`src/rtl/coin_acceptor.sv`:
```
`default_nettype none
// ============================================================================
// Module   : coin_acceptor
// Purpose  : Synchronises and debounces raw coin sensors, buffers coins in a
//            small FIFO and issues paced coin5/coin10 pulses downstream.
//            Define COIN_ACCEPTOR_TOTAL_EN to add the saturating total[7:0].
// Revision : 1.0  initial release
// ============================================================================
module coin_acceptor #(
  parameter int SYNC_STAGES     = 2,
  parameter int DEBOUNCE_CYCLES = 4,
  parameter int FIFO_DEPTH      = 4,
  parameter int GAP_CYCLES      = 1
) (
  input  logic                               clock,
  input  logic                               reset,
  input  logic                               raw_coin5,
  input  logic                               raw_coin10,
  input  logic                               hold,
  output logic                               coin5,
  output logic                               coin10,
  output logic [1:0]                         coin_reject,
  output logic [$clog2(FIFO_DEPTH+1)-1:0]    pending
`ifdef COIN_ACCEPTOR_TOTAL_EN
  ,
  output logic [7:0]                         total
`endif
);

  localparam int PW = $clog2(FIFO_DEPTH + 1);
  localparam int AW = $clog2(FIFO_DEPTH);
  localparam int DW = $clog2(DEBOUNCE_CYCLES + 1);
  localparam int GW = $clog2(GAP_CYCLES + 1);

  localparam logic [DW-1:0] DEB_LAST = DW'(DEBOUNCE_CYCLES - 1);
  localparam logic [GW-1:0] GAP_LAST = GW'(GAP_CYCLES - 1);

  localparam logic [1:0] S_IDLE  = 2'd0;
  localparam logic [1:0] S_ISSUE = 2'd1;
  localparam logic [1:0] S_GAP   = 2'd2;

  // Bit 0 is the 5-unit channel, bit 1 the 10-unit channel throughout.
  logic [1:0]     sync_q    [SYNC_STAGES];
  logic [1:0]     sync_d    [SYNC_STAGES];
  logic [1:0]     synced_w;
  logic [DW-1:0]  cnt_q     [2];
  logic [DW-1:0]  cnt_d     [2];
  logic [DW-1:0]  arm_cnt_q [2];
  logic [DW-1:0]  arm_cnt_d [2];
  logic [1:0]     deb_q, deb_d;
  logic [1:0]     armed_q, armed_d;
  logic [1:0]     event_q, event_d;

  logic [FIFO_DEPTH-1:0] mem_q, mem_d;
  logic [AW-1:0]         wr_ptr_q, wr_ptr_d;
  logic [AW-1:0]         rd_ptr_q, rd_ptr_d;
  logic [PW-1:0]         count_q, count_d;
  logic [PW-1:0]         free_w;
  logic [1:0]            n_push_w;
  logic [1:0]            reject_q, reject_d;
  logic                  pop_w;

  logic [1:0]    state_q, state_d;
  logic [GW-1:0] gap_q, gap_d;
  logic          coin5_q, coin5_d;
  logic          coin10_q, coin10_d;

  always_comb begin
    sync_d[0] = {raw_coin10, raw_coin5};
    for (int i = 1; i < SYNC_STAGES; i++) begin
      sync_d[i] = sync_q[i-1];
    end
  end

  assign synced_w = sync_q[SYNC_STAGES-1];

  // Arming needs the channel quiet at both the synced and debounced level, so
  // a sensor stuck high through reset never reads as a fresh insertion.
  always_comb begin
    deb_d   = deb_q;
    armed_d = armed_q;
    for (int c = 0; c < 2; c++) begin
      cnt_d[c]     = '0;
      arm_cnt_d[c] = '0;
      if (synced_w[c] != deb_q[c]) begin
        if (cnt_q[c] == DEB_LAST) begin
          deb_d[c] = synced_w[c];
        end else begin
          cnt_d[c] = cnt_q[c] + DW'(1);
        end
      end
      if (!armed_q[c] && !deb_q[c] && !synced_w[c]) begin
        if (arm_cnt_q[c] == DEB_LAST) begin
          armed_d[c] = 1'b1;
        end else begin
          arm_cnt_d[c] = arm_cnt_q[c] + DW'(1);
        end
      end
    end
    event_d = armed_q & deb_d & ~deb_q;
  end

  always_comb begin
    state_d  = state_q;
    gap_d    = gap_q;
    pop_w    = 1'b0;
    coin5_d  = 1'b0;
    coin10_d = 1'b0;
    case (state_q)
      S_IDLE: begin
        if ((count_q != '0) && !hold) begin
          pop_w    = 1'b1;
          coin5_d  = ~mem_q[rd_ptr_q];
          coin10_d = mem_q[rd_ptr_q];
          state_d  = S_ISSUE;
        end
      end
      S_ISSUE: begin
        gap_d   = '0;
        state_d = S_GAP;
      end
      S_GAP: begin
        if (gap_q == GAP_LAST) begin
          state_d = S_IDLE;
        end else begin
          gap_d = gap_q + GW'(1);
        end
      end
      default: state_d = S_IDLE;
    endcase
  end

  // A same-cycle pop frees its slot before the 5 and then the 10 claim space.
  always_comb begin
    mem_d    = mem_q;
    reject_d = '0;
    n_push_w = '0;
    free_w   = PW'(FIFO_DEPTH) - count_q + PW'(pop_w);
    if (event_q[0]) begin
      if (free_w != '0) begin
        mem_d[wr_ptr_q] = 1'b0;
        n_push_w        = 2'd1;
      end else begin
        reject_d[0] = 1'b1;
      end
    end
    if (event_q[1]) begin
      if (free_w > PW'(n_push_w)) begin
        mem_d[wr_ptr_q + AW'(n_push_w)] = 1'b1;
        n_push_w                        = n_push_w + 2'd1;
      end else begin
        reject_d[1] = 1'b1;
      end
    end
    wr_ptr_d = wr_ptr_q + AW'(n_push_w);
    rd_ptr_d = rd_ptr_q + AW'(pop_w);
    count_d  = count_q + PW'(n_push_w) - PW'(pop_w);
  end

  always_ff @(posedge clock or negedge reset) begin
    if (!reset) begin
      for (int i = 0; i < SYNC_STAGES; i++) begin
        sync_q[i] <= '0;
      end
      for (int c = 0; c < 2; c++) begin
        cnt_q[c]     <= '0;
        arm_cnt_q[c] <= '0;
      end
      deb_q    <= '0;
      armed_q  <= '0;
      event_q  <= '0;
      mem_q    <= '0;
      wr_ptr_q <= '0;
      rd_ptr_q <= '0;
      count_q  <= '0;
      reject_q <= '0;
      state_q  <= S_IDLE;
      gap_q    <= '0;
      coin5_q  <= 1'b0;
      coin10_q <= 1'b0;
    end else begin
      sync_q    <= sync_d;
      cnt_q     <= cnt_d;
      arm_cnt_q <= arm_cnt_d;
      deb_q     <= deb_d;
      armed_q   <= armed_d;
      event_q   <= event_d;
      mem_q     <= mem_d;
      wr_ptr_q  <= wr_ptr_d;
      rd_ptr_q  <= rd_ptr_d;
      count_q   <= count_d;
      reject_q  <= reject_d;
      state_q   <= state_d;
      gap_q     <= gap_d;
      coin5_q   <= coin5_d;
      coin10_q  <= coin10_d;
    end
  end

  assign coin5       = coin5_q;
  assign coin10      = coin10_q;
  assign coin_reject = reject_q;
  assign pending     = count_q;

`ifdef COIN_ACCEPTOR_TOTAL_EN
  logic [7:0] total_q, total_d;
  logic [8:0] total_sum_w;

  // The issue pulse is high only during ISSUE, so it doubles as the weight.
  always_comb begin
    total_sum_w = {1'b0, total_q} + {7'd0, coin10_q, coin5_q};
    total_d     = total_sum_w[8] ? 8'hFF : total_sum_w[7:0];
  end

  always_ff @(posedge clock or negedge reset) begin
    if (!reset) begin
      total_q <= '0;
    end else begin
      total_q <= total_d;
    end
  end

  assign total = total_q;
`endif

endmodule
`default_nettype wire
```
`config.mk`:
```
export PLATFORM = sky130hd
export DESIGN_NAME = coin_acceptor
export DESIGN_NICKNAME = d
export VERILOG_FILES = /design/src/rtl/coin_acceptor.sv
export SDC_FILE = /design/constraint.sdc
export NUM_CORES = 1
export LEC_CHECK = 0
export BUFFER_PORTS_ARGS = -buffer_cell sky130_fd_sc_hd__buf_2
export CAP_MARGIN = 20
export CELL_PAD_IN_SITES_DETAIL_PLACEMENT = 0
export CELL_PAD_IN_SITES_GLOBAL_PLACEMENT = 1
export CORE_MARGIN = 8
export CORE_UTILIZATION = 50
export DETAILED_ROUTE_END_ITERATION = 10
export PLACE_DENSITY = 0.91
export SYNTH_ARGS = -nofsm -noshare
export SYNTH_HDL_FRONTEND = slang
export SYNTH_SLANG_ARGS = --single-unit
```
`constraint.sdc`:
```
create_clock -name clock -period 7.3 [get_ports clock]
set_input_delay 1.095 -clock clock [delete_from_list [all_inputs] [get_ports clock]]
set_output_delay 1.095 -clock clock [all_outputs]
set_load 0.005 [all_outputs]
```
Word-level counts from Yosys, hierarchy flattened. Cells that the tools add are included.

Output and inout bits: 7. Flip-flop bits (word level): 40.

Eq/ne operators: 10. Reductions and logical operators: 21. Muxes and demuxes: 41. Bitwise operators: 7. Order comparisons: 6. Add/sub/neg operators: 13.

Operators with widths (count): 2-to-1 mux 3 bit (8); 2-to-1 mux 1 bit (20); 2-to-1 mux 4 bit (4); adder 3 x 1 -> 3 bit (second input constant) (4); equality test 3 x 2 -> 1 bit (second input constant) (4); less-than comparator 2 x 3 -> 1 bit (second input constant) (3); 2-to-1 mux 2 bit (4); logical AND 1 bit (7); zero test 1 bit (7); one-hot mux 2 bit (3 select lines) (1); AND reduction 2 bit (3); nonzero test 3 bit (2); adder 2 bit (2); AND 2 bit (2); AND 4 bit (1); demux 1 bit (select 2 bit) (2); >= comparator 2 x 1 -> 1 bit (second input constant) (2); inequality test 2 bit (second input constant) (2); inverter 4 bit (1); bitwise OR 4 bit (1); adder 3 x 1 -> 3 bit (1); adder 3 x 2 -> 3 bit (1); > comparator 3 x 2 -> 1 bit (1); subtractor 3 x 1 -> 3 bit (1); other kinds (13) (14).

Logic depth before layout (Yosys ltp). Gate-level depths: netlist of the first run.

Depth after elaboration: 16. Gate-level depth with buffers: 19. Mapped depth without buffers: 18.

Least setup slack after synthesis of the first run. No wires, ideal clock.

Path kind: input-to-reg. Start: in hold. End: reg count_q[2], in the netlist pending[2]. Stages: 18. Data required time: 7173 ps. Path buffers: 1. Arrival: 4673 ps. Slack: 2500 ps. Path through: or4_1 ha_1 inv_1 ha_1 nand2b_1 o21ai_1 inv_1 ha_1 nor2_1 o31a_1 buf_6 xor2_1 ha_1 inv_1 ha_1 fa_1 xnor2_1 xnor2_1.

Longest elaborated chain between the ends: 13. Elaborated cells between the ends (all ways): 14. Those cells by class: add/sub (4); order compare (1); mux (6); reduce/logical (3).

Ends and longest elaborated chain: start: declaration (RTL line 19) `input logic hold,`; zero test 1 bit (*) (RTL line 111) `if ((count_q != '0) && !hold) begin`; logical AND 1 bit (*) (RTL line 111); 2-to-1 mux 1 bit (*) (RTL line 111); 2-to-1 mux 1 bit (*) (RTL line 109) `case (state_q)`; adder 3 x 1 -> 3 bit (RTL line 138) `free_w = PW'(FIFO_DEPTH) - count_q + PW'(pop_w);`; nonzero test 3 bit (RTL line 140) `if (free_w != '0) begin`; 2-to-1 mux 1 bit (RTL line 140); 2-to-1 mux 1 bit (RTL line 139) `if (event_q[0]) begin`; > comparator 3 x 2 -> 1 bit or adder 2 x 1 -> 2 bit (tied branches) (RTL line 148, 150); 2-to-1 mux 2 bit (RTL line 148) `if (free_w > PW'(n_push_w)) begin`; 2-to-1 mux 2 bit (RTL line 147) `if (event_q[1]) begin`; adder 3 x 2 -> 3 bit (RTL line 157) `count_d = count_q + PW'(n_push_w) - PW'(pop_w);`; subtractor 3 x 1 -> 3 bit (*) (RTL line 157); via count_d[2] (RTL line 57) `logic [PW-1:0] count_q, count_d;`; end signal: assignment (RTL line 191) `count_q <= count_d;`; end: declaration (RTL line 57).

The timed path passes the listed nets; every way through them passes the cells marked *. A chain may end at the register's enable or synchronous reset.

Worst setup path after layout of the first run. Ends and elaborated chain as after synthesis.

==> results.py, run 1 <==
metrics = {
    "run_status": {
        "status": "completed",
    },
    "synth": {
        "synth-seq-cells": 39,
        "synthArstFlopShare": 1.00,
        "synth_edf_count": 0,
        "synth_cells": 136,
        "postSynthAreaPerCell_sq_um": 12.7,
        "synth_top_area_share": 0.564,
        "ys.flop_type": "dfrtp_1",
        "ys_types": 35,
        "syn_nets": 155,
        "synthTopCellsByArea": "dfrtp_1, ha_1, xnor2_1, inv_1, nor2b_1",
        "ys_warn_count": 0,
        "synth-seq-area-share": 0.564,
        "yosys.area.top_type": "dfrtp_1",
        "syn_area_sq_um": 1730,
    },
    "sta": {
        "finalClockSkew_ns": 0.00851,
        "clock.fmax_ghz": 0.206,
        "final.setup.tns_ns": 0,
        "fin_crit_ns": 4.85,
        "setup_viol": 0,
        "rsz0062_at_grt": "no",
        "fin_crit_sh": 0.664,
        "slew_headroom": 0.452,
        "drv_slew": 0,
        "tightest_slew_ns": 0.823,
        "finalHoldViolations": 0,
    },
    "worst_setup_path": {
        "r2r-end": "pending[2]",
        "rrSetupSlack_ns": 2.90,
        "critPathRequiredTime_ns": 7.56,
        "end_kind": "flop",
        "r2r_cells": 18,
        "critPathArrivalTime_ns": 5.11,
        "critPathKind": "in2reg",
        "rr_startpoint": "pending[2]",
        "setup.worst_path.start_class": "primary input",
        "cp_max_fo": 8,
    },
    "final_layout": {
        "n_antenna_cell": 0,
        "multi_input_area_sq_um": 693,
        "design_area_sq_um": 1900,
        "final_common_cell": "dfrtp_1",
        "layout-drive-gt1-share": 0.144,
        "syn2layout_area_growth_pct": 9.62,
        "final_cell_mix": "dfrtp_1, ha_1, inv_1",
        "layout.area.seq_sq_um": 976,
        "nets": 171,
        "nFillCells": 304,
        "utilization": 0.568,
    },
    "route": {
        "drtPass1Iterations": 4,
        "initialDrtViolationCount": 33,
        "drcViolationCount": 0,
        "via_per_inst": 5.28,
        "ant_nets": 0,
        "routedWlPerCell_um": 13.3,
        "num_vias": 1051,
        "wl_mm": 2.64,
    },
    "clock_network": {
        "cts_setup_buffers": 0,
        "cts-root-buf": "clkbuf_4",
        "clk_pin_slew_ns": 0.11,
        "cts_buffers": 5,
        "cts-resized-gates": 0,
        "cts_tree": "yes",
        "htree_levels": 2,
        "cts.sinks": 39,
        "cts.path.max_buffers": 2,
        "holdBufCountCts": 0,
        "clk_latency_ns": 0.32,
    },
    "power_and_ir_drop": {
        "powerDensity_nw_per_um2": 354,
        "p_int_mw": 0.436,
        "sw_frac_of_total": 0.350,
        "clockPowerShare": 0.177,
        "power_frac_seq": 0.484,
        "p_leak_nw": 0.983,
        "power_frac_comb": 0.339,
        "p_switching_mw": 0.235,
        "ir_drop_uv": 202,
        "finalPower_mw": 0.670,
    },
    "floorplan": {
        "die_x_um": 74.8,
        "dieArea_sq_um": 5600,
        "core.rowCount": 21,
        "fp.dieH_um": 74.8,
        "io_pins": 12,
        "start_util": 0.518,
        "core_region_area_sq_um": 3340,
    },
    "hold_path": {
        "hp-start": "sync_d[0]",
        "min_path_type": "reg2reg",
        "min_to": "synced_w[0]",
        "holdPathStages": 0,
    },
    "placement": {
        "place_hpwl_mm": 1.96,
        "globalplace.congestion": 0.953,
        "io_buffers": 11,
        "placed_cell_area_sq_um": 1830,
    },
    "global_routing": {
        "grt_pass1_vias": 1078,
        "grt_max_degree": 40,
        "grt_pass1_wl_mm": 4.62,
        "gr-usage-all-layers": 0.110,
        "grt_antenna_before_repair": 0,
        "grt_overflow_total": 0,
    },
    "flow_run": {
        "max_cap_viol_count": 0,
    },
}
==> worst max-delay path: stages <==
cell	delay (ns)
buf_2	0.09
or4_1	0.59
ha_1	0.22
inv_1	0.05
ha_1	0.26
nand2b_1	0.24
o21ai_1	0.33
inv_1	0.13
ha_1	0.29
nor2_1	0.17
o31a_1	0.33
xor2_1	0.11
ha_1	0.29
inv_1	0.04
ha_1	0.18
fa_1	0.37
xnor2_1	0.17
xnor2_1	0.13
==> cells by family after synthesis <==
group | count (synthesis) | synth area share
AO/OA/AOI/OAI | 16 | 0.0724
flip-flops | 39 | 0.564
multiplexers | 3 | 0.0260
adder cells (fa/ha/maj) | 14 | 0.106
AND/OR/NAND/NOR | 39 | 0.137
XOR/XNOR | 11 | 0.0601
buffers and inverters | 14 | 0.0347
==> area by class of cell <==
| cell class | instances | share of cell area |
|---|---|---|
| clock buffer | 8 | 0.0363 |
| inverter | 12 | 0.0238 |
| multi-input combinational | 83 | 0.366 |
| sequential | 39 | 0.515 |
| tap | 46 | 0.0304 |
| timing repair buffer | 11 | 0.0290 |
==> worst max-delay path by stage <==
| stage | end | startpoint | cells past startpoint |
|---|---|---|---|
| floorplan | pending[2] | hold | 18 |
| global placement | pending[2] | hold | 18 |
| detailed placement | pending[2] | hold | 18 |
| CTS | pending[2] | hold | 18 |
| global route | pending[2] | hold | 18 |
| finish | pending[2] | hold | 18 |
==> cells in the mapped netlist, types with 2 or more instances <==
library cell	instances
dfrtp_1	39
a22o_1	2
nor3_1	5
and2_1	2
nor2_1	8
nor4bb_1	2
nand2b_1	3
a32o_1	2
a21o_1	2
nor2b_1	6
xor2_1	4
inv_1	12
xnor2_1	6
nand2_1	2
or4_1	2
nor3b_1	4
mux2_2	2
o21ai_0	2
ha_1	13
o211ai_1	3
==> state kept, by name, summed over array words and instances, names as in the netlist, 3 cells and up <==
signal,count
arm_cnt_q,6
cnt_q,6
mem_q,4
pending,3
==> routing by layer <==
layer  up-vias  part of all wire  track usage
met5         -                 0            0
met4         0             0.014       0.0391
met3         6             0.053       0.0493
met2        18              0.51        0.182
met1       524              0.42        0.123
li1        503                 -            -
==> power groups by stage <==
stage,clock network [mW],logic [mW],registers (mW)
floorplan,0,0.179,0.316
global placement,0,0.215,0.325
detailed placement,0,0.231,0.330
CTS,0.125,0.232,0.326
global route,0.134,0.266,0.334
finish,0.118,0.227,0.325
==> metrics by stage <==
| step | hold slack [ns] | std cells | setup slack, ns |
|---|---|---|---|
| 6_report | 0.362 | 199 | 2.45 |
| 5_1_grt | 0.370 | 199 | 2.13 |
| 4_1_cts | 0.365 | 199 | 2.47 |
| 3_5_place_dp | 0.341 | 191 | 2.10 |
| 3_3_place_gp | 0.337 | 191 | 2.21 |
| 2_1_floorplan | 0.331 | 136 | 2.50 |
(Power assumes the default switching activity.)
==> run 2, diff against run 1 <==
--- a/config.mk
+++ b/config.mk
@@ -10,9 +10,9 @@
 export CELL_PAD_IN_SITES_DETAIL_PLACEMENT = 0
 export CELL_PAD_IN_SITES_GLOBAL_PLACEMENT = 1
 export CORE_MARGIN = 8
-export CORE_UTILIZATION = 50
+export CORE_UTILIZATION = 43
 export DETAILED_ROUTE_END_ITERATION = 10
-export PLACE_DENSITY = 0.91
+export PLACE_DENSITY = 0.84
 export SYNTH_ARGS = -nofsm -noshare
 export SYNTH_HDL_FRONTEND = slang
 export SYNTH_SLANG_ARGS = --single-unit
==> constraint.sdc (replaced) <==
create_clock -name clock -period 4.4 [get_ports clock]
set_input_delay 0.66 -clock clock [delete_from_list [all_inputs] [get_ports clock]]
set_output_delay 0.66 -clock clock [all_outputs]
set_load 0.005 [all_outputs]
==> results.py, run 2 (synthesis results as in run 1) <==
metrics = {
    "run_status": {
        "status": "completed",
    },
    "final_layout": {
        "nets": 176,
        "n_antenna_cell": 0,
        "final_cell_mix": "dfrtp_1, ha_1, inv_1",
        "syn2layout_area_growth_pct": 13.0,
        "final_common_cell": "dfrtp_1",
        "reg.largest.list": "arm_cnt_q: 6 flops, cnt_q: 6 flops, mem_q: 4 flops",
        "layout-drive-gt1-share": 0.171,
    },
    "clock_network": {
        "cts_setup_buffers": 0,
        "cts.path.max_buffers": 2,
        "cts-root-buf": "clkbuf_8",
        "cts-resized-gates": 0,
        "cts.sinks": 39,
        "clk_latency_ns": 0.29,
        "cts_tree": "yes",
        "clk_pin_slew_ns": 0.08,
        "cts_buffers": 5,
        "holdBufCountCts": 0,
        "htree_levels": 2,
    },
    "sta": {
        "clock.fmax_ghz": 0.253,
        "finalHoldViolations": 0,
        "fin_crit_sh": 0.897,
        "final.setup.tns_ns": 0,
        "slew_headroom": 0.445,
        "drv_slew": 0,
        "fin_crit_ns": 3.95,
        "finalClockSkew_ns": 0.00603,
        "tightest_slew_ns": 0.833,
        "setup_viol": 0,
        "rsz0062_at_grt": "no",
    },
    "route": {
        "wl_mm": 2.73,
        "dr_wl_met2_mm": 1.33,
        "top_layer_used": "met4",
        "drcViolationCount": 0,
        "route.met3.wl_um": 153,
        "initialDrtViolationCount": 49,
        "num_vias": 1025,
        "via_per_inst": 4.93,
        "routedWlPerCell_um": 13.1,
        "drtPass1Iterations": 4,
        "ant_nets": 0,
        "met1_length_mm": 1.18,
    },
    "floorplan": {
        "core_region_area_sq_um": 3940,
        "io_pins": 12,
        "die_x_um": 79.4,
        "core.rowCount": 23,
        "fp.dieH_um": 79.4,
        "dieArea_sq_um": 6310,
        "start_util": 0.439,
    },
    "placement": {
        "io_buffers": 11,
        "place_hpwl_mm": 2.00,
        "globalplace.congestion": 0.789,
    },
    "global_routing": {
        "gr-usage-all-layers": 0.0953,
        "grt_max_degree": 40,
        "grt_overflow_total": 0,
        "grt_pass1_vias": 1047,
        "grt_antenna_before_repair": 0,
        "grt_pass1_wl_mm": 4.62,
    },
    "worst_setup_path": {
        "cpMostUsedCell": "ha_1",
        "end_kind": "flop",
        "slowest_stage": "or4_1",
        "path_cells": "buf_2 -> or4_1 -> ha_1 -> inv_1 -> ha_1 -> nand2b_1 -> o21ai_1 -> inv_1 -> ha_1 -> nor2_1 -> o31a_1 -> buf_4 -> nand2b_1 -> ha_1 -> inv_1 -> fa_1 -> xnor2_1 -> xnor2_1",
        "setup.worst_path.start_class": "primary input",
        "slowest_delay_ns": 0.59,
        "critPathKind": "in2reg",
        "cp_max_fo": 7,
        "critPathArrivalTime_ns": 4.17,
        "critPathRequiredTime_ns": 4.62,
    },
    "power_and_ir_drop": {
        "finalPower_mw": 1.20,
        "ir_drop_uv": 290,
        "powerDensity_nw_per_um2": 612,
        "p_leak_nw": 1.01,
    },
    "flow_run": {
        "max_cap_viol_count": 0,
    },
    "hold_path": {
        "min_path_type": "reg2reg",
    },
}
## run 2: worst max-delay path: cells and delay by family
kind                     cells  cell delay [ns]
XOR/XNOR                     2             0.31
adder cells (fa/ha/maj)      5             1.40
AND/OR/NAND/NOR              4             1.00
AO/OA/AOI/OAI                2             0.34
buffers and inverters        5             0.44
## run 2: power breakdown
group	internal (mW)	switching (mW)	leakage, nW
Sequential	0.456	0.0815	0.507
Clock	0.111	0.125	0.0412
Combinational	0.206	0.216	0.461
Total	0.773	0.423	1.01
## run 2: metal layers
metal  vias to the layer above  track usage
met4                         0       0.0611
met3                         7       0.0315
met1                       491        0.102
met2                        18        0.159
met5                         -            0
li1                        509            -
## run 2: area by class of cell
| cell class | instances | area [sq um] |
|---|---|---|
| Clock buffer | 6 | 72.6 |
| Clock inverter | 2 | 12.5 |
| Fill cell | 348 | 1990 |
| Inverter | 12 | 45.0 |
| Multi-Input combinational cell | 83 | 693 |
| Sequential cell | 39 | 976 |
| Tap cell | 50 | 62.6 |
| Timing Repair Buffer | 16 | 92.6 |
## run 2: worst paths after layout
path | cells after the start | slack (ns) | from | to
hold reg to reg | 0 | 0.35 | sync_d[1] | synced_w[1]
setup reg to reg | 18 | 0.52 | pending[2] | pending[2]
setup / recovery | 18 | 0.45 | hold | pending[2]
max in group asynchronous | 1 | 3.40 | reset | deb_q[0]
min in group asynchronous | 1 | 0.46 | reset | pending[2]
hold / removal | 0 | 0.35 | sync_d[1] | synced_w[1]
## run 2: through the flow
step / hold WS (ns) / std cells / cell area [sq um] / worst slack, ns / utilization
finish: 0.351 / 208 / 1950 / 0.453 / 0.496
global route: 0.373 / 208 / 1950 / 0.211 / 0.496
CTS: 0.353 / 208 / 1950 / 0.429 / 0.496
detailed placement: 0.335 / 200 / 1870 / 0.129 / 0.474
global placement: 0.336 / 200 / 1870 / 0.183 / 0.474
floorplan: 0.331 / 136 / 1730 / 0.0349 / -
